===== src/rtl/panda_pipeline_ctrl.sv =====
// Stall/flush sequencer for the 5-stage Panda pipeline: hazard and redirect
// steering, memory-wait handling with timeout, halt/drain FSM, stall counter.
module panda_pipeline_ctrl #(
  parameter int unsigned DrainCycles = 4,
  parameter int unsigned MemTimeout  = 256,
  parameter int unsigned CntWidth    = 32
) (
  input  logic                clk_i,
  input  logic                rst_i,
  input  logic                load_use_hazard_i,
  input  logic                branch_taken_i,
  input  logic                lsu_req_i,
  input  logic                lsu_rvalid_i,
  input  logic                halt_req_i,
  input  logic                resume_i,
  output logic                pc_stall_o,
  output logic                if_id_stall_o,
  output logic                if_id_flush_o,
  output logic                bubble_o,
  output logic                ex_mem_stall_o,
  output logic                halted_o,
  output logic                mem_timeout_o,
  output logic [CntWidth-1:0] stall_cnt_o
);

  typedef enum logic [1:0] {RUN, MEM_WAIT, HALTING, HALTED} state_t;

  state_t      state;
  logic [15:0] wait_cnt;
  logic [3:0]  drain_cnt;
  logic        mem_miss;
  logic        pc_stall;
  logic        if_id_stall;
  logic        if_id_flush;
  logic        bubble;
  logic        ex_mem_stall;

  function automatic logic [CntWidth-1:0] sat_inc(input logic [CntWidth-1:0] v);
    return (&v) ? v : v + {{(CntWidth-1){1'b0}}, 1'b1};
  endfunction

  assign mem_miss = lsu_req_i & ~lsu_rvalid_i;

  always_comb begin
    pc_stall     = 1'b0;
    if_id_stall  = 1'b0;
    if_id_flush  = 1'b0;
    bubble       = 1'b0;
    ex_mem_stall = 1'b0;
    unique case (state)
      RUN, MEM_WAIT: begin
        // In MEM_WAIT the whole pipe freezes until rvalid; that cycle then
        // resolves like a normal RUN cycle.
        if ((state == RUN && mem_miss) || (state == MEM_WAIT && !lsu_rvalid_i)) begin
          pc_stall     = 1'b1;
          if_id_stall  = 1'b1;
          ex_mem_stall = 1'b1;
        end else if (branch_taken_i) begin
          if_id_flush = 1'b1;
          bubble      = 1'b1;
        end else if (load_use_hazard_i) begin
          pc_stall    = 1'b1;
          if_id_stall = 1'b1;
          bubble      = 1'b1;
        end
      end
      HALTING: begin
        if (mem_miss) begin
          pc_stall     = 1'b1;
          if_id_stall  = 1'b1;
          ex_mem_stall = 1'b1;
        end else begin
          pc_stall    = 1'b1;
          if_id_flush = 1'b1;
          bubble      = 1'b1;
        end
      end
      HALTED: begin
        pc_stall    = 1'b1;
        if_id_stall = 1'b1;
        bubble      = 1'b1;
      end
      default: ;
    endcase
  end

  // All steering outputs are forced low while reset is held.
  assign pc_stall_o     = pc_stall & ~rst_i;
  assign if_id_stall_o  = if_id_stall & ~rst_i;
  assign if_id_flush_o  = if_id_flush & ~rst_i;
  assign bubble_o       = bubble & ~rst_i;
  assign ex_mem_stall_o = ex_mem_stall & ~rst_i;

  always_ff @(posedge clk_i or posedge rst_i) begin
    if (rst_i) begin
      state         <= RUN;
      wait_cnt      <= '0;
      drain_cnt     <= '0;
      halted_o      <= 1'b0;
      mem_timeout_o <= 1'b0;
      stall_cnt_o   <= '0;
    end else begin
      if (pc_stall) stall_cnt_o <= sat_inc(stall_cnt_o);
      unique case (state)
        RUN: begin
          if (mem_miss) begin
            state    <= MEM_WAIT;
            wait_cnt <= 16'd1;
          end else if (halt_req_i) begin
            state     <= HALTING;
            drain_cnt <= '0;
          end
        end
        MEM_WAIT: begin
          if (lsu_rvalid_i) begin
            state <= RUN;
          end else begin
            wait_cnt <= wait_cnt + 16'd1;
            if (wait_cnt == 16'(MemTimeout - 1)) begin
              mem_timeout_o <= 1'b1;
              state         <= RUN;
            end
          end
        end
        HALTING: begin
          if (mem_miss) begin
            state <= HALTING;
          end else if (!halt_req_i) begin
            state <= RUN;
          end else if (drain_cnt == 4'(DrainCycles - 1)) begin
            state    <= HALTED;
            halted_o <= 1'b1;
          end else begin
            drain_cnt <= drain_cnt + 4'd1;
          end
        end
        HALTED: begin
          if (resume_i) begin
            state    <= RUN;
            halted_o <= 1'b0;
          end
        end
        default: state <= RUN;
      endcase
    end
  end

endmodule


===== config.mk =====
export PLATFORM = sky130hd
export DESIGN_NAME = panda_pipeline_ctrl
export DESIGN_NICKNAME = d
export VERILOG_FILES = /design/src/rtl/panda_pipeline_ctrl.sv
export SDC_FILE = /design/constraint.sdc
export NUM_CORES = 1
export LEC_CHECK = 0
export ABC_AREA = 1
export CELL_PAD_IN_SITES_DETAIL_PLACEMENT = 1
export CELL_PAD_IN_SITES_GLOBAL_PLACEMENT = 2
export CORE_MARGIN = 3
export CORE_UTILIZATION = 31
export CTS_BUF_LIST = sky130_fd_sc_hd__clkbuf_2
export CTS_CLUSTER_SIZE = 20
export DETAILED_ROUTE_END_ITERATION = 8
export PLACE_DENSITY_LB_ADDON = 0.1
export SYNTH_ARGS = -nofsm -noshare
export SYNTH_HDL_FRONTEND = slang
export SYNTH_SLANG_ARGS = --single-unit
export TNS_END_PERCENT = 100

===== constraint.sdc =====
create_clock -name clk_i -period 3.1 [get_ports clk_i]
set_input_delay 0.62 -clock clk_i [delete_from_list [all_inputs] [get_ports clk_i]]
set_output_delay 0.62 -clock clk_i [all_outputs]
set_load 0.005 [all_outputs]

# Yosys cells after proc, flatten, opt, wreduce, memory -nomap -nowiden
# Cells that the tools add are included.
word_totals:
  memories: 0
  inputBits: 8
  romBits: 0
  regBits: 56
  mem_bits_rw: 0
  latchBits: 0
  elab_cells: 90
op_classes:
  bitwise: 9
  reduce_logical: 17
  n_div: 0
  n_mul: 0
  mux: 38
  n_shift: 0
  n_addsub: 3
  n_eq_ne: 17
  order_cmp: 0
op_table:
  columns: ["cell", "n"]
  rows:
  - ["$add A32 B1 Y32 const B", 1]
  - ["$mux W16", 2]
  - ["$pmux W16 S2", 1]
  - ["$reduce_and A32 Y1", 1]
  - ["$mux W4", 5]
  - ["$ne A2 B2 Y1 const B", 9]
  - ["$add A16 B1 Y16 const B", 1]
  - ["$eq A16 B8 Y1 const B", 1]
  - ["$mux W2", 8]
  - ["$mux W1", 14]
  - ["$pmux W1 S2", 4]
  - ["$pmux W2 S4", 1]
  - ["$pmux W4 S2", 1]
  - ["$and A1 B1 Y1", 6]
  - ["$pmux W1 S3", 2]
  - ["$reduce_and A3 Y1", 2]
  - ["$reduce_and A6 Y1", 1]
  - ["$reduce_bool A2 Y1", 3]
  - ["$reduce_and A5 Y1", 1]
  - ["$add A4 B1 Y4 const B", 1]
  - ["$eq A2 B2 Y1 const B", 2]
  - ["$eq A4 B2 Y1 const B", 1]
  - ["$ne A4 B4 Y1 const B", 1]
  - ["$reduce_and A4 Y1", 1]
  - ["other kinds (10)", 14]

# Depth between registers and ports, before layout
# Gate-level depths: netlist of run 1.
logic_depth:
  word_depth: 7
  mapped_depth: 11
  ltp_nobuf: 10

# Worst setup path after synthesis of run 1
# OpenSTA, ideal clock, no wires.
synth_path:
  kind: "input-to-output"
  from: "in rst_i"
  to: "out ex_mem_stall_o"
  arrival_time_ps: 2190
  required_time_ps: 2480
  setup_slack_ps: 290
  cell_stages: 3
  path_cell_list: "inv_1 o21ai_0 inv_1"
synth_between:
  elab_chain_len: 2
synth_rtl:
  columns: ["item", "line_no", "rtl"]
  rows:
  - ["from (decl)", "9", "input logic rst_i,"]
  - ["$not A1 Y1", "92", "assign ex_mem_stall_o = ex_mem_stall & ~rst_i;"]
  - ["$and A1 B1 Y1", "92", null]
  - ["to (decl)", "20", "output logic ex_mem_stall_o,"]
# Every way passes these cells.

# Worst setup path in the final report of run 1
layout_path:
  from: "in lsu_rvalid_i"
  to: "out if_id_stall_o"
layout_between:
  elab_chain_len: 7
layout_rtl:
  columns: ["item", "line_no", "rtl"]
  rows:
  - ["from (decl)", "13", "input logic lsu_rvalid_i,"]
  - ["$not A1 Y1 (no source line)", null, null]
  - ["$and A1 B1 Y1", "42", "assign mem_miss = lsu_req_i & ~lsu_rvalid_i;"]
  - ["$logic_and A1 B1 Y1", "54", "if ((state == RUN && mem_miss) || (state == MEM_WAIT && !lsu_rvalid_i)) begin"]
  - ["$logic_or A1 B1 Y1", "54", null]
  - ["$mux W1", "54", null]
  - ["$pmux W1 S3 (*)", "50", "unique case (state)"]
  - ["$and A1 B1 Y1 (*)", "89", "assign if_id_stall_o = if_id_stall & ~rst_i;"]
  - ["to (decl)", "17", "output logic if_id_stall_o,"]
# Mark *: on every way between the ends. The rest lies on a longest branch, timed or not.

==> flow_summary.toml, run 1 <==
[critical_path]
worst_path_max_delay_cell = "clkdlybuf4s50_1"
crit_path_max_incr_delay_ps = 500
cp_max_fo = 5
arrival_ps = 2340
worstSetupPathType = "input port to output pin"
cp_cell_sequence = "clkdlybuf4s50_1 > inv_1 > nand2_1 > buf_4 > nor2_2 > nor2_4 > nand3_2 > nand2_1 > nor2_1 > clkdlybuf4s50_1"
cp-start-kind = "input port"
cp.required_ps = 2480
endpoint_kind = "output pin"

[grt]
grt.total_usage = 0.184
grt_pass1_wl_um = 19300
grt_max_degree = 50
antenna_found_initial = 0
overflow = 0
first_global_vias = 3807

[floorplan]
io_pins = 47
dieArea_um2 = 13300
die_x_um = 115
row_count = 39
core_um2 = 11500
die_h_um = 115
start_util = 0.321

[finish]
fillers = 1513
final_cell_mix = "nand2_1 (229), nor2_1 (81), dfrtp_1 (55)"
fin_cells = 760
design_area_um2 = 4410
area_growth_syn_to_layout_pct = 19.4
final_common_cell = "nand2_1"
post_route_cells_drive_above_1_share = 0.0632
fin_util = 0.383
antenna_cells = 0
num-nets-final = 627

[synthesis]
synthesis.nets = 572
postSynthAreaPerCell_um2 = 6.58
synth_top_area_frac = 0.380
synth-compound-area-share = 0.0447
synthSimpleGateAreaFrac = 0.456
seq_area_frac_synth = 0.380
synthAdderAreaFrac = 0.0102
synth_top_family_by_area = "simple AND/OR/NAND/NOR gates"
synth_edf_count = 0
synthCells = 561
ys.flop_type = "dfrtp_1"
synth_seq_cells = 56
yosysWarningCount = 0
syn_area_um2 = 3690
synth_area_leaders = "dfrtp_1 (38%), nand2_1 (23%), nor2_1 (8.2%)"
synth-xor-area-share = 0.0308
ys_types = 30
synth.area.mux_share = 0
async_flop_share = 1.00
yosysTopAreaCell = "dfrtp_1"

[sta]
skew_ps = 33.1
fin_crit_ps = 2960
fmax_mhz = 338
max-slew-margin-rel = 0.558
hold_viol = 0
rsz0062_at_grt = "false"
fin_crit_sh = 0.954
finalWorstSetupSlack_ps = 142
slew_violations = 0
setup_viol = 0
setup_tns_ps = 0
holdWs_ps = 256
worst-slew-pin-transition_ps = 663

[detailed_routing]
firstDrtPassIters = 4
remaining_drc_errors = 0
viasPerCell = 4.90
wl_met1_um = 5840
wl_met3_um = 423
finalWirelength_um = 11400
vias = 3723
highest_layer = "met4"
antenna_left = 0
drtIter0Drc = 159
drt-wirelength-per-cell_um = 14.9
wl_met2_um = 4880

[cts]
cts_sinks = 56
cts_buffer_depth = 2
numCtsBuffers = 5
htreeDepth = 2
clk_pin_slew_worst_paths_ps = 300
cts-root-buf = "clkbuf_2"
cts_tree = "built"
clk-insertion-delay-late_ps = 560
hold_buffers = 0

[hold_path]
min_path_type = "input port to asynchronous set/reset pin"

[place]
post-place-ws_ps = 127
place_area_um2 = 4330
dp_cells = 751
hpwl_um = 8760
routabilityCongestion = 0.822
io_buffers = 46

[run_status]
status = "complete, no violations"

[run]
cap_viol_max_count = 0

[pwr]
power_density_nw_per_um2 = 474
power_mw = 2.09
ir_drop_uv = 259
p_leak_nw = 2.00
==> report_power, final <==
group | total (mW) | switching [mW] | internal, mW
Sequential | 0.913 | 0.0969 | 0.816
Clock | 0.405 | 0.270 | 0.135
Combinational | 0.771 | 0.480 | 0.291
Total | 2.09 | 0.847 | 1.24
==> flip-flops by register name (all words and copies together) (netlist names) <==
signal         count
stall_cnt_o       32
mem_timeout_o      1
wait_cnt          16
halted_o           1
state              2
drain_cnt          4
==> worst max-delay path: cells and delay by family <==
family | cells | cell delay, ps
buffers and inverters | 4 | 1160
AND/OR/NAND/NOR | 6 | 550
==> worst paths after layout <==
| path | slack [ps] | endpoint | depth (start not counted) | from |
|---|---|---|---|---|
| setup / recovery | 140 | if_id_stall_o | 10 | lsu_rvalid_i |
| max in group asynchronous | 1900 | state[1] | 3 | rst_i |
| hold / removal | 260 | mem_timeout_o | 2 | rst_i |
| hold reg to reg | 510 | wait_cnt[6] | 1 | wait_cnt[6] |
| min in group clk_i | 510 | wait_cnt[6] | 1 | wait_cnt[6] |
| setup reg to reg | 990 | stall_cnt_o[6] | 10 | stall_cnt_o[0] |
==> synthesized netlist by cell type (4+ instances only) <==
| master | n |
|---|---|
| nand4_1 | 19 |
| buf_2 | 6 |
| nor2_1 | 81 |
| xnor2_1 | 4 |
| nor2_4 | 4 |
| nand3_1 | 36 |
| dfrtp_1 | 56 |
| nor2_2 | 5 |
| a21oi_1 | 9 |
| nor3_1 | 7 |
| o21ai_0 | 16 |
| nand2_1 | 230 |
| inv_1 | 54 |
| xor2_1 | 9 |
==> cells by family (layout without fill, tap and decap cells) <==
| logic type | Yosys count | count (layout) |
|---|---|---|
| AOI/OAI and AO/OA | 31 | 31 |
| xor gates and xnor gates | 13 | 13 |
| adders and majority gates | 3 | 3 |
| buffers and inverters | 65 | 121 |
| DFF | 56 | 56 |
| and+or+nand+nor | 393 | 393 |
==> layer usage <==
| metal | global-route usage | up-vias |
|---|---|---|
| li1 | - | 1865 |
| met1 | 0.271 | 1793 |
| met2 | 0.277 | 50 |
| met3 | 0.0311 | 15 |
| met4 | 0.0571 | 0 |
| met5 | 0 | - |
==> area by class of cell <==
type / count / area [um^2] / share of cell area
clock buffer: 5 / 25.0 / 0.00568
clock inverter: 3 / 42.5 / 0.00965
inverter: 56 / 210 / 0.0477
multi-input combinational: 440 / 2000 / 0.454
sequential: 56 / 1400 / 0.318
tap: 143 / 179 / 0.0406
timing repair buffer: 57 / 546 / 0.124
==> what timing repair did <==
| item | in CTS | in global routing |
|---|---|---|
| buffers inserted | 0 | 1 |
| setup endpoints to repair | 0 | 2 |
| resized for setup | 0 | 3 |
Power figures use the tool's default switching activity.
==> run 2: changes to the inputs <==
--- a/config.mk
+++ b/config.mk
@@ -11,6 +11,7 @@
 export CORE_MARGIN = 3
 export CORE_UTILIZATION = 31
 export CTS_BUF_LIST = sky130_fd_sc_hd__clkbuf_2
+export CTS_CLUSTER_DIAMETER = 120
 export CTS_CLUSTER_SIZE = 20
 export DETAILED_ROUTE_END_ITERATION = 8
 export PLACE_DENSITY_LB_ADDON = 0.1
==> results of run 2 <==
The final DEF is identical to that of run 1; final timing and power are the same.
==> run 3: changes to the inputs <==
--- a/config.mk
+++ b/config.mk
@@ -5,11 +5,10 @@
 export SDC_FILE = /design/constraint.sdc
 export NUM_CORES = 1
 export LEC_CHECK = 0
-export ABC_AREA = 1
 export CELL_PAD_IN_SITES_DETAIL_PLACEMENT = 1
 export CELL_PAD_IN_SITES_GLOBAL_PLACEMENT = 2
 export CORE_MARGIN = 3
-export CORE_UTILIZATION = 31
+export CORE_UTILIZATION = 35
 export CTS_BUF_LIST = sky130_fd_sc_hd__clkbuf_2
 export CTS_CLUSTER_DIAMETER = 120
 export CTS_CLUSTER_SIZE = 20
==> flow_summary.toml, run 3 <==
[cts]
cts-root-buf = "clkbuf_2"
clk_pin_slew_worst_paths_ps = 310
clk-insertion-delay-late_ps = 490
cts_sinks = 56
cts_buffer_depth = 2
postCtsResizedCells = 0
numCtsBuffers = 5
cts_tree = "built"
htreeDepth = 2
hold_buffers = 0
cts_setup_buffers = 0

[detailed_routing]
finalWirelength_um = 7320
vias = 2408
firstDrtPassIters = 4
antenna_left = 0
drt-wirelength-per-cell_um = 16.3
viasPerCell = 5.36
drtIter0Drc = 95
remaining_drc_errors = 0

[sta]
skew_ps = 34.8
worst-slew-pin-transition_ps = 554
slew_violations = 0
finalWorstSetupSlack_ps = 229
fin_crit_sh = 0.926
max-slew-margin-rel = 0.628
fin_crit_ps = 2870
setup_viol = 0
rsz0062_at_grt = "false"
fmax_mhz = 348
setup_tns_ps = 0
hold_viol = 0

[synthesis]
synthCells = 292
ys_types = 49
ys.flop_type = "dfrtp_1"
seq_area_frac_synth = 0.474
synthesis.nets = 303
synth_area_leaders = "dfrtp_1 (47%), xnor2_1 (11%), nand4_1 (4.0%)"
yosysWarningCount = 0
synth_edf_count = 0
synth_common_cells = "dfrtp_1 (56), xnor2_1 (36), nand2_1 (26)"
syn_area_um2 = 2960
synth_seq_cells = 56
synth.most_common_cell = "dfrtp_1"
synth_top_area_frac = 0.474
yosysTopAreaCell = "dfrtp_1"
async_flop_share = 1.00
postSynthAreaPerCell_um2 = 10.1

[grt]
antenna_found_initial = 0
first_global_vias = 2576
overflow = 0
grt_pass1_wl_um = 12800
grt_use_met1 = 0.215
grt_max_degree = 46
grt_util_met3 = 0.0279
met2_usage = 0.268
grt_busiest_layer = "met2"
grt.total_usage = 0.160

[pwr]
p_leak_nw = 1.46
ir_drop_uv = 302
power_density_nw_per_um2 = 548

[finish]
regArea_um2 = 1400
final_cell_mix = "dfrtp_1 (55), clkdlybuf4s50_1 (46), xnor2_1 (36)"
fillers = 915
antenna_cells = 0
num-nets-final = 357
final_common_cell = "dfrtp_1"
largest_reg_flops = 32
fin_util = 0.458
regMostFlops = "stall_cnt_o"
post_route_cells_drive_above_1_share = 0.0922
multi_input_area_um2 = 1480
reg.largest.list = "stall_cnt_o x32, wait_cnt x16, drain_cnt x4"
area_growth_syn_to_layout_pct = 23.3

[hold_path]
min_path_type = "input port to asynchronous set/reset pin"

[critical_path]
cp-start-kind = "flop"
endpoint_kind = "output pin"
cp_max_fo = 13
cp.required_ps = 2480
worstSetupPathType = "flop to output pin"
arrival_ps = 2250

[floorplan]
dieArea_um2 = 9590
row_count = 32
core_um2 = 7970
start_util = 0.371
io_pins = 47
die_x_um = 98.0
die_h_um = 98.0

[run_status]
status = "complete, no violations"

[place]
post-place-ws_ps = 265
hpwl_um = 5330
routabilityCongestion = 0.713
io_buffers = 46

[run]
cap_viol_max_count = 0
[run 3: changes by cell type after synthesis, sizes merged, moves of 5 or more]
cell,previous run,this run
nor4,1,7
o21ai,17,10
nand2,235,26
nor3,7,13
xnor2,4,36
inv,56,10
nor2,91,20
xor2,9,3
buf,9,4
and3,0,11
nand3,37,16
[run 3: critical path, cell delays in order (launching register included)]
cell             delay, ps
dfrtp_1                710
inv_1                  210
a221oi_1               300
clkdlybuf4s50_1        550
[run 3: where the power goes]
group / switching (mW) / internal (mW)
Sequential: 0.165 / 0.845
Clock: 0.254 / 0.139
Combinational: 0.281 / 0.316
[run 3: per-stage QoR]
step	hold WS (ps)	power (mW)	std cells	area [um^2]
final	504	2.00	449	3650
after global routing	537	2.14	449	3650
after CTS	499	2.03	449	3650
after detailed placement	468	1.63	441	3580
after global placement	465	1.62	441	3580
after floorplan	454	1.35	292	2960
[run 3: final timing paths]
path / startpoint / end / slack [ps] / depth (start not counted)
min reg2reg: drain_cnt[0] / drain_cnt[0] / 520 / 1
max in group asynchronous: rst_i / stall_cnt_o[27] / 2060 / 3
max: state[1] / bubble_o / 230 / 3
max reg2reg: stall_cnt_o[0] / stall_cnt_o[31] / 860 / 6
min: rst_i / stall_cnt_o[4] / 500 / 2
min in group clk_i: drain_cnt[0] / drain_cnt[0] / 520 / 1
[run 3: per-layer routing]
| layer | wire length, um | part of all wire | up-vias |
|---|---|---|---|
| met5 | 0 | 0 | - |
| met4 | 87 | 0.012 | 0 |
| met3 | 143 | 0.020 | 7 |
| met2 | 3630 | 0.50 | 27 |
| met1 | 3470 | 0.47 | 1215 |
| li1 | - | - | 1159 |
[run 3: cell type report]
| cell class | count | area share |
|---|---|---|
| Clock inverter | 3 | 0.0127 |
| Sequential cell | 56 | 0.384 |
| Tap cell | 102 | 0.0350 |
| Clock buffer | 5 | 0.00686 |
| Multi-Input combinational cell | 219 | 0.405 |
| Timing Repair Buffer | 54 | 0.146 |
| Inverter | 10 | 0.0103 |
[run 3: logic make-up after synthesis]
group	synth area share
flip-flops	0.474
AO/OA/AOI/OAI	0.0951
buffers and inverters	0.0275
adder cells (fa/ha/maj)	0.0127
XOR/XNOR	0.115
multiplexers	0.0152
AND/OR/NAND/NOR	0.260
